===== src/rtl/stdp_stochastic_updater.sv =====
// rtl/stdp_stochastic_updater.sv - Serial Bernoulli-gated STDP weight updater for one synapse column
module stdp_stochastic_updater #(
    parameter int          N          = 16,
    parameter int          TW         = 4,
    parameter int          WW         = 3,
    parameter int          WMAX       = 7,
    parameter int          WINIT      = 4,
    parameter logic [15:0] MU_CAPTURE = 16'h8000,
    parameter logic [15:0] MU_MINUS   = 16'h4000,
    parameter logic [15:0] MU_SEARCH  = 16'h0400,
    parameter logic [15:0] MU_BACKOFF = 16'h8000
) (
    input  logic            clk,
    input  logic            rst,
    input  logic            start,
    input  logic [N*TW-1:0] in_time,
    input  logic [TW-1:0]   out_time,
    input  logic [15:0]     rand_val,
    output logic [N*WW-1:0] weights,
    output logic            busy,
    output logic            done
);

    localparam int            IW      = (N > 1) ? $clog2(N) : 1;
    localparam logic [IW-1:0] LAST    = IW'(N - 1);
    localparam logic [TW-1:0] INF     = '1;
    localparam logic [WW-1:0] WMAX_W  = WW'(WMAX);
    localparam logic [WW-1:0] WINIT_W = WW'(WINIT);

    typedef enum logic [1:0] {
        S_IDLE,
        S_SCAN,
        S_DONE
    } state_t;

    state_t            r_state;
    state_t            w_state_next;
    logic [IW-1:0]     r_idx;
    logic [N*TW-1:0]   r_in_snap;
    logic [TW-1:0]     r_out_snap;
    logic [N*WW-1:0]   r_weights;

    logic [TW-1:0]     w_in;
    logic [WW-1:0]     w_cur;
    logic [WW-1:0]     w_new;
    logic              w_in_inf;
    logic              w_out_inf;
    logic              w_inc;
    logic              w_dec;

    assign w_in      = r_in_snap[r_idx*TW +: TW];
    assign w_cur     = r_weights[r_idx*WW +: WW];
    assign w_in_inf  = (w_in == INF);
    assign w_out_inf = (r_out_snap == INF);
    assign weights   = r_weights;

    // State register; reset abandons any pass in flight.
    always_ff @(posedge clk or posedge rst) begin
        if (rst) begin
            r_state <= S_IDLE;
        end else begin
            r_state <= w_state_next;
        end
    end

    // Next-state and status outputs; start is only looked at in IDLE.
    always_comb begin
        w_state_next = r_state;
        busy         = 1'b0;
        done         = 1'b0;
        case (r_state)
            S_IDLE: begin
                if (start) begin
                    w_state_next = S_SCAN;
                end
            end
            S_SCAN: begin
                busy = 1'b1;
                if (r_idx == LAST) begin
                    w_state_next = S_DONE;
                end
            end
            S_DONE: begin
                busy         = 1'b1;
                done         = 1'b1;
                w_state_next = S_IDLE;
            end
            default: begin
                w_state_next = S_IDLE;
            end
        endcase
    end

    // Pick the STDP case for the current synapse and roll the Bernoulli trial against rand_val.
    always_comb begin
        w_inc = 1'b0;
        w_dec = 1'b0;
        if (!w_in_inf && !w_out_inf) begin
            if (w_in <= r_out_snap) begin
                w_inc = (rand_val < MU_CAPTURE);
            end else begin
                w_dec = (rand_val < MU_MINUS);
            end
        end else if (!w_in_inf) begin
            w_inc = (rand_val < MU_SEARCH);
        end else if (!w_out_inf) begin
            w_dec = (rand_val < MU_BACKOFF);
        end
    end

    // Saturating step of the selected weight; never wraps.
    always_comb begin
        w_new = w_cur;
        if (w_inc && (w_cur < WMAX_W)) begin
            w_new = w_cur + WW'(1);
        end else if (w_dec && (w_cur != '0)) begin
            w_new = w_cur - WW'(1);
        end
    end

    // Snapshot inputs on accepted start, then walk one synapse per cycle writing its weight.
    always_ff @(posedge clk or posedge rst) begin
        if (rst) begin
            r_idx      <= '0;
            r_in_snap  <= '0;
            r_out_snap <= '0;
            r_weights  <= {N{WINIT_W}};
        end else begin
            case (r_state)
                S_IDLE: begin
                    if (start) begin
                        r_in_snap  <= in_time;
                        r_out_snap <= out_time;
                        r_idx      <= '0;
                    end
                end
                S_SCAN: begin
                    r_weights[r_idx*WW +: WW] <= w_new;
                    if (r_idx != LAST) begin
                        r_idx <= r_idx + IW'(1);
                    end
                end
                default: begin
                end
            endcase
        end
    end

endmodule


===== config.mk =====
export PLATFORM = sky130hd
export DESIGN_NAME = stdp_stochastic_updater
export DESIGN_NICKNAME = d
export VERILOG_FILES = /design/src/rtl/stdp_stochastic_updater.sv
export SDC_FILE = /design/constraint.sdc
export NUM_CORES = 1
export LEC_CHECK = 0
export ABC_AREA = 1
export ABC_CLOCK_PERIOD_IN_PS = 4200
export BUFFER_PORTS_ARGS = -buffer_cell sky130_fd_sc_hd__buf_2
export CAP_MARGIN = 20
export CORE_AREA = 3 3 119 121
export CTS_BUF_LIST = sky130_fd_sc_hd__clkbuf_4
export DETAILED_ROUTE_END_ITERATION = 10
export DIE_AREA = 0 0 122 124
export GPL_TIMING_DRIVEN = 0
export PLACE_DENSITY = 0.83
export REMOVE_ABC_BUFFERS = 1
export SLEW_MARGIN = 20
export SYNTH_ARGS = -nofsm -noshare
export SYNTH_HDL_FRONTEND = slang
export SYNTH_SLANG_ARGS = --single-unit
export TNS_END_PERCENT = 5

===== constraint.sdc =====
create_clock -name clk -period 4.2 [get_ports clk]
set_clock_uncertainty 0.1 [all_clocks]
set_input_delay 0.84 -clock clk [delete_from_list [all_inputs] [get_ports clk]]
set_output_delay 0.84 -clock clk [all_outputs]
set_load 0.01 [all_outputs]

After elaboration in Yosys (flattened, before gate mapping)

Cells that the tools add are included.

Memories kept: 0
Bits in writable memories: 0
Bits in latches: 0
Register bits: 122
Bits of input ports: 87
Memory bits (read-only): 0

Add/subtract/negate cells: 4
Div/mod/pow operators: 0
Bitwise operators: 0
Multiplexer cells: 18
Equal/unequal tests: 9
$lt $le $gt $ge: 5
Multipliers: 1
Shift-type cells: 4
Reduce and logical (&&, ||, !) cells: 12

Operators with widths:

| cell                                                          | count |
|---|---|
| variable part select 64 x 7 -> 4 bit                          | 1 |
| bitwise mux 48 bit                                            | 1 |
| variable shift 3 x 34 -> 48 bit (first input constant)        | 1 |
| variable part select 3 x 34 -> 48 bit                         | 1 |
| variable part select 48 x 7 -> 3 bit                          | 1 |
| negation 6 -> 34 bit                                          | 1 |
| less-than comparator 16 x 11 -> 1 bit (second input constant) | 1 |
| less-than comparator 16 x 15 -> 1 bit (second input constant) | 1 |
| less-than comparator 16 bit (second input constant)           | 1 |
| == test 4 bit (second input constant)                         | 3 |
| 2-to-1 mux 1 bit                                              | 9 |
| 2-to-1 mux 4 bit                                              | 2 |
| case mux 4 bit (2 select lines)                               | 1 |
| multiplier 4 x 2 -> 6 bit (second input constant)             | 1 |
| 2-to-1 mux 3 bit                                              | 2 |
| inequality test 2 bit (second input constant)                 | 3 |
| adder 4 x 1 -> 4 bit (second input constant)                  | 1 |
| less-or-equal comparator 4 bit                                | 1 |
| 2-to-1 mux 2 bit                                              | 2 |
| inequality test 4 bit (second input constant)                 | 1 |
| case mux 2 bit (2 select lines)                               | 1 |
| AND reduction 2 bit                                           | 2 |
| adder 3 x 1 -> 3 bit (second input constant)                  | 1 |
| logical AND 1 bit                                             | 3 |
| other kinds (10)                                              | 11 |

Longest topological paths before layout

Depth after elaboration: 10
Mapped depth: 24

Worst setup path after synthesis

No wires, ideal clock.

Path type: flip-flop to flip-flop
Start: reg r_idx[0]
End: reg r_weights[3] (netlist: weights[3])
Arrival time: 2.680 ns
Stages on the path, launching flop included: 22
Setup slack: 1.343 ns
Required time: 4.023 ns
Path buffers: 3
Cells stage by stage: dfrtp_1 -> buf_6 -> inv_4 -> buf_6 -> buf_6 -> nand2_1 -> nand3_1 -> nand3_1 -> nand3_1 -> nand2_1 -> ha_1 -> inv_1 -> nor2_1 -> o21ai_0 -> nand2_1 -> a21oi_1 -> o21bai_1 -> nand3_2 -> nand2_2 -> xor2_4 -> nand4_2 -> a21oi_1

Longest elaborated chain between the ends: 10

RTL lines:

| item                                                              | RTL line | RTL |
|---|---|---|
| start: declaration                                                | 38       | `logic [IW-1:0] r_idx;` |
| start signal: assignment                                          | 140      | `r_idx <= r_idx + IW'(1);` |
| branches (longest 9 deep; another with multiplier 4 x 2 -> 6 bit) | --       |  |
| bitwise mux 48 bit *                                              | 138      | `r_weights[r_idx*WW +: WW] <= w_new;` |
| end signal: assignment                                            | 127      | `r_weights <= {N{WINIT_W}};` |
| end signal: indexed assignment                                    | 138      |  |
| end: declaration                                                  | 41       | `logic [N*WW-1:0] r_weights;` |

Every way passes the cells marked *.
A chain may end at the register's enable or synchronous reset.

Final worst setup path

Start: reg r_idx[0]
End: reg r_weights[10] (netlist: weights[10])

Same word-level chain as after synthesis.

==> run_results.csv <==
group,metric,value,unit
status,outcome,"complete, no violations",
hold_path,holdCritPathClass,"in2async",
yosys,seq_area_frac_synth,46.6,%
floorplanning,io_pins,137,
critical_path,r2r_end,"weights[10]",
route,drcViolationCount,0,
sta,maxSlewHeadroom,54.9,%
floorplanning,dieArea,15100,um^2
critical_path,reg2reg_from,"r_idx[0]",
sta,slew_viol_final,0,
sta,period_needed,3.82,ns
grt,grt_use_met1,31.5,%
critical_path,reg2reg_depth,20,
cells_and_area,fin_nets,1088,
route,vias,6072,
route,drtPass1Iterations,5,
cts,clock-sinks,122,
place,io_buffer_count,126,
route,vias_per_cell,5.17,
cts,clock_latency,0.55,ns
grt,grt_max_degree,79,
grt,grt_use_total,23.8,%
yosys,yosysMostFrequentCell,"nand2_1",
grt,grt_use_met3,5.68,%
critical_path,cp.required,4.57,ns
floorplanning,start_util,50.0,%
yosys,ys.flop_type,"dfrtp_1",
power,ir_drop,0.000390,V
floorplanning,fp.dieH,124,um
place,preCtsSetupSlack,0.0821,ns
sta,setup_ws,0.384,ns
cts,clockRootBuffer,"clkbuf_4",
sta,hold_viol_final,0,
cells_and_area,drive_above_1_share,19.8,%
floorplanning,num_rows,42,
grt,grtUsageMet2,37.0,%
grt,grt.busiest_layer,"met2",
route,drtIter0Drc,510,
place,place_inst,1142,
yosys,async_flop_share,100,%
yosys,postSynthRegisterBits,122,
cts,ctsHoldBuffers,0,
cells_and_area,diodes,0,
place,gp_congestion,0.899,
yosys,synth_area,6590,um^2
critical_path,cp.arrival,4.19,ns
cts,cts_tree,"done",
grt,grt-ovfl-total,0,
yosys,synth_largest_area_cell,"dfrtp_1",
yosys,synth_area_leaders,"dfrtp_1 (40%), nand2_1 (12%), o21ai_0 (6.7%)",
sta,tns,0,ns
floorplanning,core,13200,um^2
cells_and_area,area_growth,15.3,%
power,powerDensity,813,nW/um^2
sta,rsz0062_at_grt,"no",
yosys,ys_top_cells_by_count,"nand2_1 (214), inv_1 (116), nor2_1 (112)",
cts,cts_buffer_depth,2,
route,wire_per_inst,14.9,um
grt,antenna_found_initial,0,
sta,max_freq,262,MHz
route,antenna_left,0,
critical_path,crit_path_start_kind,"register",
flow_run,max_cap_violations,0,
yosys,syn_inst,877,
cts,h-tree-depth,4,
yosys,yosys_warnings,0,
sta,fin_crit_sh,90.8,%
cts,cts_buffers,17,
cts,clk_pin_slew,0.10,ns
power,p_leak,3.85,nW
place,dp_hpwl,12.1,mm
critical_path,regToRegSetupSlack,0.38,ns
grt,grt_pass1_vias,5857,
yosys,yosysUniqueCellTypes,37,
yosys,synth_top_area_share,40.2,%
floorplanning,dieWidth,122,um
grt,grt_pass1_wl,28.2,mm
cells_and_area,final_cells,1174,
route,wl,17.5,mm
yosys,syn_avg_cell_area,7.52,um^2
critical_path,criticalPathCategory,"reg2reg",
sta,finalSetupViolCount,0,
sta,worstMarginPinSlew,0.677,ns
critical_path,endpoint_kind,"register",
yosys,synth-edff-count,0,
critical_path,cp_max_fo,54,
power breakdown:
part           switching (mW)  total (mW)  leakage [nW]  internal [mW]
Sequential              0.385        2.16          1.44           1.77
Combinational            2.03        3.10          2.24           1.07
Clock                   0.435       0.924         0.167          0.489
Total                    2.85        6.18          3.85           3.33
registers in the layout (all words and copies together), names as in the netlist:
signal	flops
r_in_snap	64
r_state	2
r_idx	4
r_out_snap	4
weights	48
through the flow:
step / cell area, um^2 / hold slack [ns] / utilization (%) / power (mW)
2_1_floorplan: 6340 / 0.341 / - / 4.24
3_3_place_gp: 7190 / 0.356 / 54.5 / 5.11
3_5_place_dp: 7280 / 0.362 / 55.2 / 5.25
6_report: 7600 / 0.209 / 57.6 / 6.18
4_1_cts: 7590 / 0.186 / 57.6 / 6.19
5_1_grt: 7600 / 0.205 / 57.6 / 6.72
placed cells by master, fill, tap and decap left out, drive strengths merged:
cell | Yosys | final
nand2 | 219 | 219
buf | 23 | 129
inv | 119 | 119
nor2 | 114 | 114
dfrtp | 106 | 106
o21ai | 102 | 102
nand3 | 73 | 73
a21oi | 39 | 39
clkbuf | 17 | 21
ha | 16 | 16
dfstp | 16 | 16
nand4 | 10 | 10
clkinv | 1 | 6
bufinv | 0 | 4
o211ai | 3 | 3
nor3 | 3 | 3
or2 | 3 | 3
xor2 | 3 | 3
clkinvlp | 0 | 2
mux2i | 2 | 2
and2 | 2 | 2
a22oi | 1 | 1
o22ai | 1 | 1
nor4 | 1 | 1
o21bai | 1 | 1
xnor2 | 1 | 1
nor3b | 1 | 1
cells by family after synthesis:
logic type	Yosys count	synth area share (%)
adders and majority gates	16	3.04
xor gates and xnor gates	4	0.816
AOI/OAI and AO/OA	147	11.4
DFF	122	46.6
muxes	2	0.304
buffers and inverters	160	10.7
and+or+nand+nor	426	27.2
how the worst max path moves through the flow:
stage | end | from | cells after the start | slack [ns]
2_1_floorplan | r_idx[0] | rst | 1 | 0.04
3_3_place_gp | weights[22] | rst | 2 | -1.35
3_5_place_dp | weights[34] | r_idx[2] | 17 | 0.08
4_1_cts | weights[34] | r_idx[2] | 17 | 0.05
5_1_grt | weights[34] | r_idx[1] | 17 | 0.08
6_report | weights[10] | r_idx[0] | 20 | 0.38
critical path, cell delays in order (launching register included):
cell and delay (ns):
dfrtp_4 0.64, buf_12 0.25, inv_6 0.33, nand2_1 0.12, nand3_1 0.10, nand3_1 0.09
nand3_1 0.11, nand2_1 0.10, ha_1 0.29, inv_1 0.06, nor2_1 0.04, o21ai_0 0.13
nand2_1 0.09, a21oi_1 0.12, o21bai_1 0.14, nand3_2 0.15, nand3_1 0.25, nand4_1 0.20
nor2_2 0.25, nor2_1 0.07, nor2_1 0.09
what timing repair did:
| action | in CTS | in global routing |
|---|---|---|
| gates resized for setup | 0 | 3 |
| setup buffers | 0 | 0 |
| setup endpoints to repair | 0 | 43 |
per-layer routing:
| metal | wire, um | up-vias |
|---|---|---|
| met4 | 603 | 0 |
| li1 | - | 2980 |
| met3 | 1420 | 50 |
| met2 | 8020 | 260 |
| met5 | 0 | - |
| met1 | 7510 | 2782 |
cell type report:
class                      instances  area (um^2)
clock buffer                      21          158
fill                            1267         5590
tap                              176          220
multi-input combinational        595         2810
timing repair buffer             129          706
clock inverter                    11          153
inverter                         120          469
sequential                       122         3080
Note: power is estimated with default switching activity, not from simulation.
